===== src/rtl/glitcher_pkg.sv =====
// Shared definitions for the glitcher IP.
// Holds the pulse-generator state encoding, which is also exposed on o_STATE.
package glitcher_pkg;

  localparam int unsigned STATE_W = 3;

  typedef enum logic [STATE_W-1:0] {
    ST_IDLE   = 3'd0,
    ST_DELAY1 = 3'd1,
    ST_PULSE1 = 3'd2,
    ST_DELAY2 = 3'd3,
    ST_PULSE2 = 3'd4
  } pg_state_e;

endpackage


===== src/rtl/glitch_down_counter.sv =====
// Loadable down-counter that saturates at zero.
// Used for both the delay phases and the pulse-width phases of the glitch sequence.
module glitch_down_counter #(
  parameter int unsigned CNT_W = 32
) (
  input  logic             clk_i,
  input  logic             rst_i,
  input  logic             load_i,
  input  logic [CNT_W-1:0] load_val_i,
  input  logic             en_i,
  output logic             zero_o
);

  logic [CNT_W-1:0] count_q;
  logic [CNT_W-1:0] count_d;

  always_comb begin
    count_d = count_q;
    if (load_i) begin
      count_d = load_val_i;
    end else if (en_i && (count_q != '0)) begin
      count_d = count_q - CNT_W'(1);
    end
  end

  always_ff @(posedge clk_i or posedge rst_i) begin
    if (rst_i) begin
      count_q <= '0;
    end else begin
      count_q <= count_d;
    end
  end

  assign zero_o = (count_q == '0);

endmodule


===== src/rtl/glitch_pulse_gen.sv =====
// Turns a handler trigger into up to two delayed glitch pulses of equal width.
// A low stop request aborts a running sequence on the next edge.
module glitch_pulse_gen
  import glitcher_pkg::*;
#(
  parameter int unsigned CNT_W         = 32,
  parameter logic        GLITCH_ACTIVE = 1'b1,
  parameter int unsigned PCNT_W        = 16
) (
  input  logic              i_CLK,
  input  logic              i_RST,
  input  logic              i_TRIGGER,
  input  logic              i_STOP_N,
  input  logic [CNT_W-1:0]  i_DELAY_1ST,
  input  logic [CNT_W-1:0]  i_DELAY_2ND,
  input  logic [CNT_W-1:0]  i_PULSE_WIDTH,
  input  logic              i_CLR,
  output logic              o_GLITCH,
  output logic              o_BUSY,
  output logic              o_DONE,
  output logic              o_MISSED,
  output logic              o_ABORTED,
  output logic [PCNT_W-1:0] o_PULSE_CNT,
  output logic [2:0]        o_STATE
);

  pg_state_e         state_q;
  logic [CNT_W-1:0]  d2_q;
  logic [CNT_W-1:0]  w_q;
  logic              glitch_q;
  logic              busy_q;
  logic              done_q;
  logic              missed_q;
  logic              aborted_q;
  logic [PCNT_W-1:0] pcnt_q;

  logic              cnt_load;
  logic              cnt_en;
  logic              cnt_zero;
  logic [CNT_W-1:0]  cnt_val;

  logic              start_ok;
  logic              no_pulse;
  logic              abort;
  logic              pulse_end;

  always_comb begin
    start_ok  = i_TRIGGER && i_STOP_N;
    no_pulse  = (i_PULSE_WIDTH == '0) || ((i_DELAY_1ST == '0) && (i_DELAY_2ND == '0));
    abort     = !i_STOP_N && (state_q inside {ST_DELAY1, ST_PULSE1, ST_DELAY2, ST_PULSE2});
    // A pulse cut short by the stop request is not a completed pulse.
    pulse_end = cnt_zero && i_STOP_N && ((state_q == ST_PULSE1) || (state_q == ST_PULSE2));

    cnt_load = 1'b0;
    cnt_en   = 1'b0;
    cnt_val  = '0;
    case (state_q)
      ST_IDLE: begin
        if (start_ok && !no_pulse) begin
          cnt_load = 1'b1;
          cnt_val  = (i_DELAY_1ST != '0) ? (i_DELAY_1ST - CNT_W'(1))
                                         : (i_DELAY_2ND - CNT_W'(1));
        end
      end
      ST_DELAY1, ST_DELAY2: begin
        if (cnt_zero) begin
          cnt_load = 1'b1;
          cnt_val  = w_q - CNT_W'(1);
        end else begin
          cnt_en = 1'b1;
        end
      end
      ST_PULSE1: begin
        if (cnt_zero && (d2_q != '0)) begin
          cnt_load = 1'b1;
          cnt_val  = d2_q - CNT_W'(1);
        end else begin
          cnt_en = 1'b1;
        end
      end
      ST_PULSE2: cnt_en = 1'b1;
      default: ;
    endcase
  end

  glitch_down_counter #(
    .CNT_W(CNT_W)
  ) u_cnt (
    .clk_i      (i_CLK),
    .rst_i      (i_RST),
    .load_i     (cnt_load),
    .load_val_i (cnt_val),
    .en_i       (cnt_en),
    .zero_o     (cnt_zero)
  );

  always_ff @(posedge i_CLK or posedge i_RST) begin
    if (i_RST) begin
      state_q   <= ST_IDLE;
      d2_q      <= '0;
      w_q       <= '0;
      glitch_q  <= ~GLITCH_ACTIVE;
      busy_q    <= 1'b0;
      done_q    <= 1'b0;
      missed_q  <= 1'b0;
      aborted_q <= 1'b0;
      pcnt_q    <= '0;
    end else begin
      done_q <= 1'b0;
      case (state_q)
        ST_IDLE: begin
          if (start_ok) begin
            if (no_pulse) begin
              done_q <= 1'b1;
            end else begin
              d2_q    <= i_DELAY_2ND;
              w_q     <= i_PULSE_WIDTH;
              busy_q  <= 1'b1;
              state_q <= (i_DELAY_1ST != '0) ? ST_DELAY1 : ST_DELAY2;
            end
          end
        end
        ST_DELAY1: begin
          if (cnt_zero) begin
            state_q  <= ST_PULSE1;
            glitch_q <= GLITCH_ACTIVE;
          end
        end
        ST_PULSE1: begin
          if (cnt_zero) begin
            glitch_q <= ~GLITCH_ACTIVE;
            if (d2_q != '0) begin
              state_q <= ST_DELAY2;
            end else begin
              state_q <= ST_IDLE;
              busy_q  <= 1'b0;
              done_q  <= 1'b1;
            end
          end
        end
        ST_DELAY2: begin
          if (cnt_zero) begin
            state_q  <= ST_PULSE2;
            glitch_q <= GLITCH_ACTIVE;
          end
        end
        ST_PULSE2: begin
          if (cnt_zero) begin
            state_q  <= ST_IDLE;
            glitch_q <= ~GLITCH_ACTIVE;
            busy_q   <= 1'b0;
            done_q   <= 1'b1;
          end
        end
        default: begin
          state_q  <= ST_IDLE;
          glitch_q <= ~GLITCH_ACTIVE;
          busy_q   <= 1'b0;
        end
      endcase

      // Stop overrides whatever the phase logic chose above, including a natural finish.
      if (abort) begin
        state_q  <= ST_IDLE;
        glitch_q <= ~GLITCH_ACTIVE;
        busy_q   <= 1'b0;
        done_q   <= 1'b0;
      end

      if (i_CLR) begin
        missed_q  <= 1'b0;
        aborted_q <= 1'b0;
        pcnt_q    <= '0;
      end else begin
        if (i_TRIGGER && (state_q != ST_IDLE)) missed_q <= 1'b1;
        if (abort) aborted_q <= 1'b1;
        if (pulse_end) pcnt_q <= pcnt_q + PCNT_W'(1);
      end
    end
  end

  assign o_GLITCH    = glitch_q;
  assign o_BUSY      = busy_q;
  assign o_DONE      = done_q;
  assign o_MISSED    = missed_q;
  assign o_ABORTED   = aborted_q;
  assign o_PULSE_CNT = pcnt_q;
  assign o_STATE     = state_q;

endmodule

===== config.mk =====
export PLATFORM = sky130hd
export DESIGN_NAME = glitch_pulse_gen
export DESIGN_NICKNAME = d
export VERILOG_FILES = /design/src/rtl/glitcher_pkg.sv /design/src/rtl/glitch_down_counter.sv /design/src/rtl/glitch_pulse_gen.sv
export SDC_FILE = /design/constraint.sdc
export NUM_CORES = 1
export LEC_CHECK = 0
export CAP_MARGIN = 20
export CORE_MARGIN = 2
export CORE_UTILIZATION = 30
export DETAILED_ROUTE_END_ITERATION = 10
export PLACE_DENSITY = 0.55
export SYNTH_ARGS = -nofsm -noshare
export SYNTH_HDL_FRONTEND = slang
export SYNTH_SLANG_ARGS = --single-unit

===== constraint.sdc =====
create_clock -name i_CLK -period 3.7 [get_ports i_CLK]
set_input_delay 0.37 -clock i_CLK [delete_from_list [all_inputs] [get_ports i_CLK]]
set_output_delay 0.37 -clock i_CLK [all_outputs]
set_load 0.02 [all_outputs]

==> Word-level counts from Yosys, hierarchy flattened <==
Index checks and enable logic that the tools add are counted.
{ "classes": {"n_mux": 46, "n_eq_ne": 15, "add_sub_neg": 6, "bitwise": 1, "n_reduce_logical": 33} }
{ "ops": {"columns": ["cell", "n"], "rows": [
  ["32-bit two-way mux", 6],
  ["32-bit by 1-bit subtractor with 32-bit output (second input constant)", 5],
  ["32-bit zero test", 4],
  ["32-bit one-hot mux with 3 select lines", 1],
  ["32-bit nonzero test", 3],
  ["16-bit two-way mux", 2],
  ["1-bit two-way mux", 22],
  ["3-bit two-way mux", 7],
  ["3-bit inequality test (second input constant)", 7],
  ["16-bit by 1-bit adder with 16-bit output (second input constant)", 1],
  ["3-bit one-hot mux with 5 select lines", 1],
  ["1-bit one-hot mux with 3 select lines", 4],
  ["6-bit AND reduction", 2],
  ["1-bit logical AND", 9],
  ["2-bit nonzero test", 4],
  ["3-bit by 2-bit equality test with 1-bit output (second input constant)", 2],
  ["3-bit by 1-bit inequality test with 1-bit output (second input constant)", 2],
  ["3-bit AND reduction", 2],
  ["2-bit two-way mux", 2],
  ["1-bit one-hot mux with 4 select lines", 1],
  ["4-bit nonzero test", 1],
  ["2-bit OR reduction", 2],
  ["3-bit by 1-bit equality test with 1-bit output (second input constant)", 1],
  ["3-bit equality test (second input constant)", 1],
  ["7 further kinds", 9]
]} }
{ "word_totals": {"wordCells": 111, "ff_bits": 120, "input_bits": 101, "out_inout_bits": 24} }

==> Logic depth before layout (Yosys ltp) <==
Gate-level depths: netlist (run 1).
{ "depth": {"ltp_word": 8, "depth_mapped": 15, "ltp_nobuf": 12} }

==> By module <==
From an unflattened synthesis (run 1), not the netlist that was laid out.
{ "hier_totals": {"hier_cells": 1127, "area_unflattened_um2": 9013.6} }
{ "by_module_without_submodules": {"columns": ["mod", "area_per_inst_um2", "cells_per_inst", "instances", "seq_area_each_um2"], "rows": [
  ["glitch_pulse_gen", 6840.3, 901, 1, 2202.1],
  ["glitch_down_counter", 2173.3, 226, 1, 800.8]
]} }

==> Worst setup path after synthesis (run 1) <==
Ideal clock, no wire load.
{ "synth_path": {"path_type": "in2reg", "start": "input port i_DELAY_1ST[15]", "end": "register u_cnt.count_q[12]", "path_slack_ns": -0.126, "n_path_buf": 3, "arrival_ns": 3.682, "path_stages": 15, "setup_ns": 0.144, "required_ns": 3.556, "path_cell_list": "or4_4 or4_4 nor3_2 buf_4 buf_2 buf_1 a21oi_1 ha_1 nand3b_1 nor2_1 mux2i_2 nor3b_1 a211o_1 a21oi_1 a31oi_1"} }
{ "synth_via": {"elab_chain_len": 8, "word_cells_on_any_way": 13, "classes_between": "6 x mux; 7 x reduce/logical"} }
{ "synth_rtl": {"columns": ["element", "line", "rtl"], "rows": [
  ["start, declared", "glitch_pulse_gen.sv:14", "input logic [CNT_W-1:0] i_DELAY_1ST,"],
  ["32-bit zero test", "glitch_pulse_gen.sv:49", "no_pulse = (i_PULSE_WIDTH == '0) || ((i_DELAY_1ST == '0) && (i_DELAY_2ND == '0));"],
  ["1-bit logical AND", "glitch_pulse_gen.sv:49", null],
  ["1-bit logical OR", "glitch_pulse_gen.sv:49", null],
  ["1-bit zero test", "glitch_pulse_gen.sv:59", "if (start_ok && !no_pulse) begin"],
  ["1-bit logical AND", "glitch_pulse_gen.sv:59", null],
  ["32-bit two-way mux / 1-bit two-way mux (equally long branches)", "glitch_pulse_gen.sv:59", null],
  ["32-bit one-hot mux with 3 select lines / 1-bit one-hot mux with 3 select lines (equally long branches)", "glitch_pulse_gen.sv:57", "case (state_q)"],
  ["32-bit two-way mux / 2-bit nonzero test (equally long branches)", null, null],
  ["end signal, assigned", "glitch_down_counter.sv:30", "count_q <= count_d;"],
  ["end, declared", "glitch_down_counter.sv:14", "logic [CNT_W-1:0] count_q;"]
]} }
Several ways; a longest one is shown, not always the timed one.
A chain may end at the register's enable or synchronous reset.

==> Final worst setup path (run 1) <==
{ "layout_path": {"start": "register w_q[0]", "end": "register u_cnt.count_q[28]"} }
{ "layout_via": {"elab_chain_len": 4} }
{ "layout_rtl": {"columns": ["element", "line", "rtl"], "rows": [
  ["start, declared", "glitch_pulse_gen.sv:29", "logic [CNT_W-1:0] w_q;"],
  ["start signal, assigned", "glitch_pulse_gen.sv:117", "w_q <= i_PULSE_WIDTH;"],
  ["32-bit by 1-bit subtractor with 32-bit output", "glitch_pulse_gen.sv:68", "cnt_val = w_q - CNT_W'(1);"],
  ["32-bit two-way mux", "glitch_pulse_gen.sv:66", "if (cnt_zero) begin"],
  ["32-bit one-hot mux with 3 select lines", "glitch_pulse_gen.sv:57", null],
  ["32-bit two-way mux", "glitch_down_counter.sv:19", "if (load_i) begin"]
]} }
No other way between the ends.

==> metrics.cfg, run 1 <==
[run_status]
status = completed

[critical_path]
required_ns = 3.98
worst-endpoint-arrival_ns = 3.66
cp_max_fo = 5
start_kind = flop
critPathKind = flop to flop
cpPeakStageDelay_ns = 0.65
r2r_cells = 12
endpoint = u_cnt.count_q[28]
crit_top_cell = buf_4
ff2ff_setup_slack_ns = 0.32
timing.critical_path.from = w_q[0]
r2r_start = w_q[0]
path_depth = 12
crit_slowest_cell = or4b_2
r2r-end = u_cnt.count_q[28]
cp-end-kind = flop
path_buf_inv = 3
cpLargestDelayFamily = simple AND/OR/NAND/NOR gates
cp_cell_sequence = inv_1 > ha_1 > or4b_2 > or3_1 > nor4_2 > buf_4 > nand2_1 > buf_4 > nor2_1 > xor2_1 > a211oi_1 > o22ai_1

[clock_network]
ctsResizeCount = 0
cts_sinks = 120
cts_tree = done
cts_hold_buf = 0
cts_buffer_depth = 2
clockRootBuffer = clkbuf_16
cts_buffers = 17
cts_setup_buffers = 0
clock_latency_ns = 0.42
clk_pin_slew_ns = 0.06
htreeDepth = 4

[power_and_ir_drop]
irDropWorstVdd_mv = 0.2259
powerDensity_nw_per_um2 = 568.4
p_leak_nw = 4.825

[drt]
vias_per_cell = 5.326
drtPass1Iterations = 5
ant_nets = 0
drt_iter0_markers = 698
vias = 9054
wl_per_cell_um = 18.98
drc = 0
routed_wl_um = 32260

[synth]
yosysTopAreaCell = dfrtp_1
ys_top_cells_by_area = dfrtp_1, nand2_1, xor2_1
synth.distinct_cells = 75
syn_avg_cell_area_um2 = 7.913
seq_area_frac_synth = 0.3510
syn-cell-area_um2 = 8554
synth-edff-count = 0
ys_warn_count = 0
synth.top_cells.by_count = nand2_1, dfrtp_1, nor2_1
synth_nets = 1188
synth.top_cell.area_share = 0.3510
ys_ff_latch = 120
synth_most_common_cell = nand2_1
synth_cells = 1081
synthFlopType = dfrtp_1
async_flop_share = 1.000

[timing]
period_needed_ns = 3.383
worst_slew_pin_slew_ns = 0.7513
skew_ns = 0.01139
setup_viol = 0
rsz0062_at_grt = no
tns_ns = 0
fin_crit_sh = 0.9144
slew_viol_final = 0
fmax_ghz = 0.2956
hold_violations = 0
whs_ns = 0.4485
relSlewSlack = 0.4991

[layout]
area.growth.synth_to_final_pct = 37.15
final_nets = 1416
num_antenna_cells = 0
final_layout_size_suffix_gt1_frac = 0.1445

[flow_run]
maxCapViolCount = 0

[global_routing]
antenna_found_initial = 0
grt_max_degree = 56
grt_pass1_vias = 8899
grt_pass1_wl_um = 51080
grt_usage = 0.2172
grt_overflow = 0

[floorplanning]
die_h_um = 172.9
num_rows = 61
dieWidth_um = 172.9
initial_core_util = 0.3062
ios = 125
core_area_um2 = 27930
die_area_um2 = 29880

[place]
place_congestion = 0.9283
io_buffers = 124
hpwl_um = 25800

[hold_path]
hp-class = input port to async pin

-- area by class of cell --
| type | count | area (um2) |
|---|---|---|
| multi-input combinational | 902 | 5340 |
| timing repair buffer | 252 | 2252 |
| sequential | 120 | 3003 |
| inverter | 16 | 62.56 |
| tap | 378 | 473.0 |
| fill | 2914 | 16200 |
| clock buffer | 25 | 485.5 |
| clock inverter | 7 | 116.4 |
-- kinds of logic (layout without fill, tap and decap cells) --
group	after synthesis	after routing	synth area share
buf+inv	59	300	0.02794
simple gates	585	585	0.3376
fa+ha+maj	6	6	0.008776
flops	120	120	0.3510
mux	6	6	0.007605
compound gates	196	196	0.1555
xor+xnor	109	109	0.1116
-- registers in the layout (all words and copies together), names as in the netlist --
signal,count
o_DONE,1
o_ABORTED,1
o_PULSE_CNT,16
o_MISSED,1
o_GLITCH,1
w_q,32
d2_q,32
o_STATE,3
u_cnt.count_q,32
o_BUSY,1
-- placed cells by master, fill, tap and decap left out, types with 8 or more instances in the layout --
cell,Yosys,final
clkbuf_16,0,17
or3_1,22,22
a22oi_1,13,13
or2_2,8,8
nand3_1,25,25
or4_1,19,19
dfrtp_1,120,120
nand2b_1,9,9
xnor2_1,48,48
nand4_1,17,17
nor4_1,48,48
a21oi_1,57,57
a31oi_1,11,11
o22ai_1,11,11
nor2_1,102,102
nand2_1,228,228
xor2_1,61,61
nor3_1,57,57
and3_1,8,8
o211ai_1,9,9
buf_4,1,124
clkdlybuf4s50_1,0,124
inv_1,16,15
o21ai_0,31,31
-- worst reg2reg max path, delay by kind of cell, from the launching register on --
family | cells | cell delay [ns]
simple gates | 5 | 1.53
compound gates | 2 | 0.53
buf+inv | 3 | 0.49
flops | 1 | 0.39
fa+ha+maj | 1 | 0.21
xor+xnor | 1 | 0.09
-- power breakdown --
part	switching (mW)	internal, mW
sequential	0.720	1.84
clock	0.617	1.11
combinational	1.32	1.05
-- through the flow --
step,cell area (um2),power [mW],std cells,setup WS (ns),utilization
after global placement,11130,4.869,1668,0.05934,0.3985
after global routing,11730,7.122,1700,0.1413,0.4200
after CTS,11730,6.663,1700,0.3125,0.4200
after floorplan,8564,3.877,1081,0.09527,-
final,11730,6.668,1700,0.3166,0.4200
after detailed placement,11130,4.906,1668,0.02014,0.3985
-- worst min-delay path by stage --
stage / slack [ns] / cells past startpoint / to
after floorplan: 0.46 / 2 / w_q[29]
after global placement: 0.48 / 2 / o_MISSED
after detailed placement: 0.48 / 2 / o_MISSED
after CTS: 0.49 / 2 / o_MISSED
after global routing: 0.50 / 3 / w_q[29]
final: 0.45 / 2 / o_DONE
-- layer usage --
metal  vias up  GRT usage  wire, um
li1       4366          -         -
met1      4308     0.3063     14970
met2       339     0.3430     14670
met3        41    0.03738      1982
met4         0    0.05826       645
met5         -          0         0
No activity file was read; power rests on OpenSTA's default activity.
==> inputs of run 2 (changes only) <==
--- a/config.mk
+++ b/config.mk
@@ -6,10 +6,13 @@
 export NUM_CORES = 1
 export LEC_CHECK = 0
 export CAP_MARGIN = 20
+export CORE_ASPECT_RATIO = 0.9
 export CORE_MARGIN = 2
 export CORE_UTILIZATION = 30
 export DETAILED_ROUTE_END_ITERATION = 10
 export PLACE_DENSITY = 0.55
+export SLEW_MARGIN = 20
 export SYNTH_ARGS = -nofsm -noshare
 export SYNTH_HDL_FRONTEND = slang
 export SYNTH_SLANG_ARGS = --single-unit
+export TNS_END_PERCENT = 1
==> metrics.cfg, run 2 (synthesized netlist as in run 1, its figures left out) <==
[clock_network]
cts_sinks = 120  ; unchanged
cts_buffers = 17  ; unchanged
clk_pin_slew_ns = 0.06  ; about the same
cts_buffer_depth = 2  ; unchanged
cts_hold_buf = 0  ; unchanged
clockRootBuffer = clkbuf_16
cts_setup_buffers = 0  ; unchanged
htreeDepth = 4  ; unchanged
ctsResizeCount = 0  ; unchanged
cts_tree = done
clock_latency_ns = 0.43  ; about the same

[global_routing]
grt_pass1_vias = 8663  ; -2.7%
grt_overflow = 0  ; unchanged
grt_usage = 0.2251  ; +0.007955
antenna_found_initial = 0  ; unchanged
grt_max_degree = 72  ; +29%
grt_pass1_wl_um = 50990  ; -0.17%

[drt]
drc = 0  ; unchanged
vias = 9018  ; -0.40%
routed_wl_um = 33100  ; +2.6%
ant_nets = 0  ; unchanged
drt_iter0_markers = 889  ; +27%
drtPass1Iterations = 6  ; +1
vias_per_cell = 5.419  ; +1.8%
wl_per_cell_um = 19.89  ; +4.8%

[layout]
area.growth.synth_to_final_pct = 34.71
num_antenna_cells = 0  ; unchanged
final_layout_size_suffix_gt1_frac = 0.1350  ; -0.009509
fin_cells = 1664  ; -2.1%
final_nets = 1400  ; -1.1%
final_cell_mix = nand2_1, clkdlybuf4s50_1, dfrtp_1, buf_4, nor2_1
final_area_um2 = 11520  ; -1.8%
mostFrequentLayoutCell = nand2_1
fin_util = 0.4114  ; -0.008623
largestRegisters = d2_q (32), u_cnt.count_q (32), w_q (32)
fill_cells = 2930  ; +0.55%

[power_and_ir_drop]
p_leak_nw = 4.722  ; -2.1%
irDropWorstVdd_mv = 0.3253  ; +44%
powerDensity_nw_per_um2 = 567.4  ; -0.17%
total_power_mw = 6.538  ; -2.0%

[hold_path]
hp-class = input port to async pin

[timing]
whs_ns = 0.4967  ; +0.04820 ns
fmax_ghz = 0.2912  ; -1.5%
skew_ns = 0.01173  ; +0.0003405 ns
period_needed_ns = 3.434  ; +0.05090 ns
relSlewSlack = 0.3440  ; -0.1551
setup_viol = 0  ; unchanged
tns_ns = 0  ; unchanged
fin_crit_sh = 0.9282  ; +0.01376
fin_ws_ns = 0.2657  ; -0.05090 ns
hold_violations = 0  ; unchanged
worst_slew_pin_slew_ns = 0.9840  ; +0.2327 ns
rsz0062_at_grt = no
slew_viol_final = 0  ; unchanged

[floorplanning]
initial_core_util = 0.3054  ; -0.0008481
core_area_um2 = 28010  ; +0.28%
num_rows = 58  ; -4.9%
dieWidth_um = 182.0  ; +5.3%
die_h_um = 164.2  ; -5.0%
ios = 125  ; unchanged
die_area_um2 = 29880  ; about the same

[critical_path]
required_ns = 4.01  ; +0.03 ns
cp-end-kind = flop
critPathKind = flop to flop
worst-endpoint-arrival_ns = 3.75  ; +0.09 ns
cp_max_fo = 4  ; -1
ff2ff_setup_slack_ns = 0.27  ; -0.05 ns
start_kind = flop
r2r_start = w_q[0]
r2r-end = u_cnt.count_q[26]
r2r_cells = 10  ; -2

[place]
place_ws_ns = -0.02477  ; -0.04491 ns
place_congestion = 0.9097  ; -2.0%
placed_cell_area_um2 = 10980  ; -1.4%
hpwl_um = 26330  ; +2.0%
post-place-cells = 1634  ; -2.0%
io_buffers = 124  ; unchanged

[run_status]
status = completed

[flow_run]
maxCapViolCount = 0  ; unchanged

run 2: cell types whose count changed in the layout (fill, tap and decap cells not counted):
cell,before,now
buf_4,124,109
clkbuf_1,5,2
bufinv_16,3,1
clkinv_2,2,4
buf_12,4,3
clkinvlp_4,1,2
run 2: power breakdown:
part	total [mW]	switching [mW]	internal [mW]
clock	1.59	0.626	0.964
combinational	2.45	1.41	1.04
sequential	2.50	0.656	1.84
run 2: layout make-up:
cell class / instances / area [um2] / share of cell area
sequential: 120 / 3003 / 0.2606
clock inverter: 8 / 73.82 / 0.006406
tap: 360 / 450.4 / 0.03909
inverter: 16 / 62.56 / 0.005429
multi-input combinational: 902 / 5340 / 0.4634
clock buffer: 22 / 474.2 / 0.04115
timing repair buffer: 236 / 2120 / 0.1839
run 2: per-layer routing:
metal	global-route usage	vias to the layer above	part of all wire
met2	0.3401	368	0.43
met3	0.04568	57	0.080
met1	0.3237	4260	0.47
li1	-	4333	-
met5	0	-	0
met4	0.06818	0	0.025
run 2: worst max-delay path, cell delays in order, from the launching register on:
cell and delay (ns):
dfrtp_1 0.39, inv_1 0.12, ha_1 0.22, or4b_2 0.66, or3_1 0.47, nor4_2 0.40
nand2_1 0.18, nor4_1 0.28, xnor2_1 0.25, o221ai_1 0.17, a21o_1 0.18
run 2: how the worst max path moves through the flow:
stage                          from           endpoint
finish                       w_q[0]  u_cnt.count_q[26]
global route                 w_q[0]  u_cnt.count_q[26]
CTS                          w_q[0]  u_cnt.count_q[26]
detailed placement  i_DELAY_1ST[15]  u_cnt.count_q[30]
global placement    i_DELAY_1ST[15]  u_cnt.count_q[30]
floorplan           i_DELAY_1ST[15]  u_cnt.count_q[12]
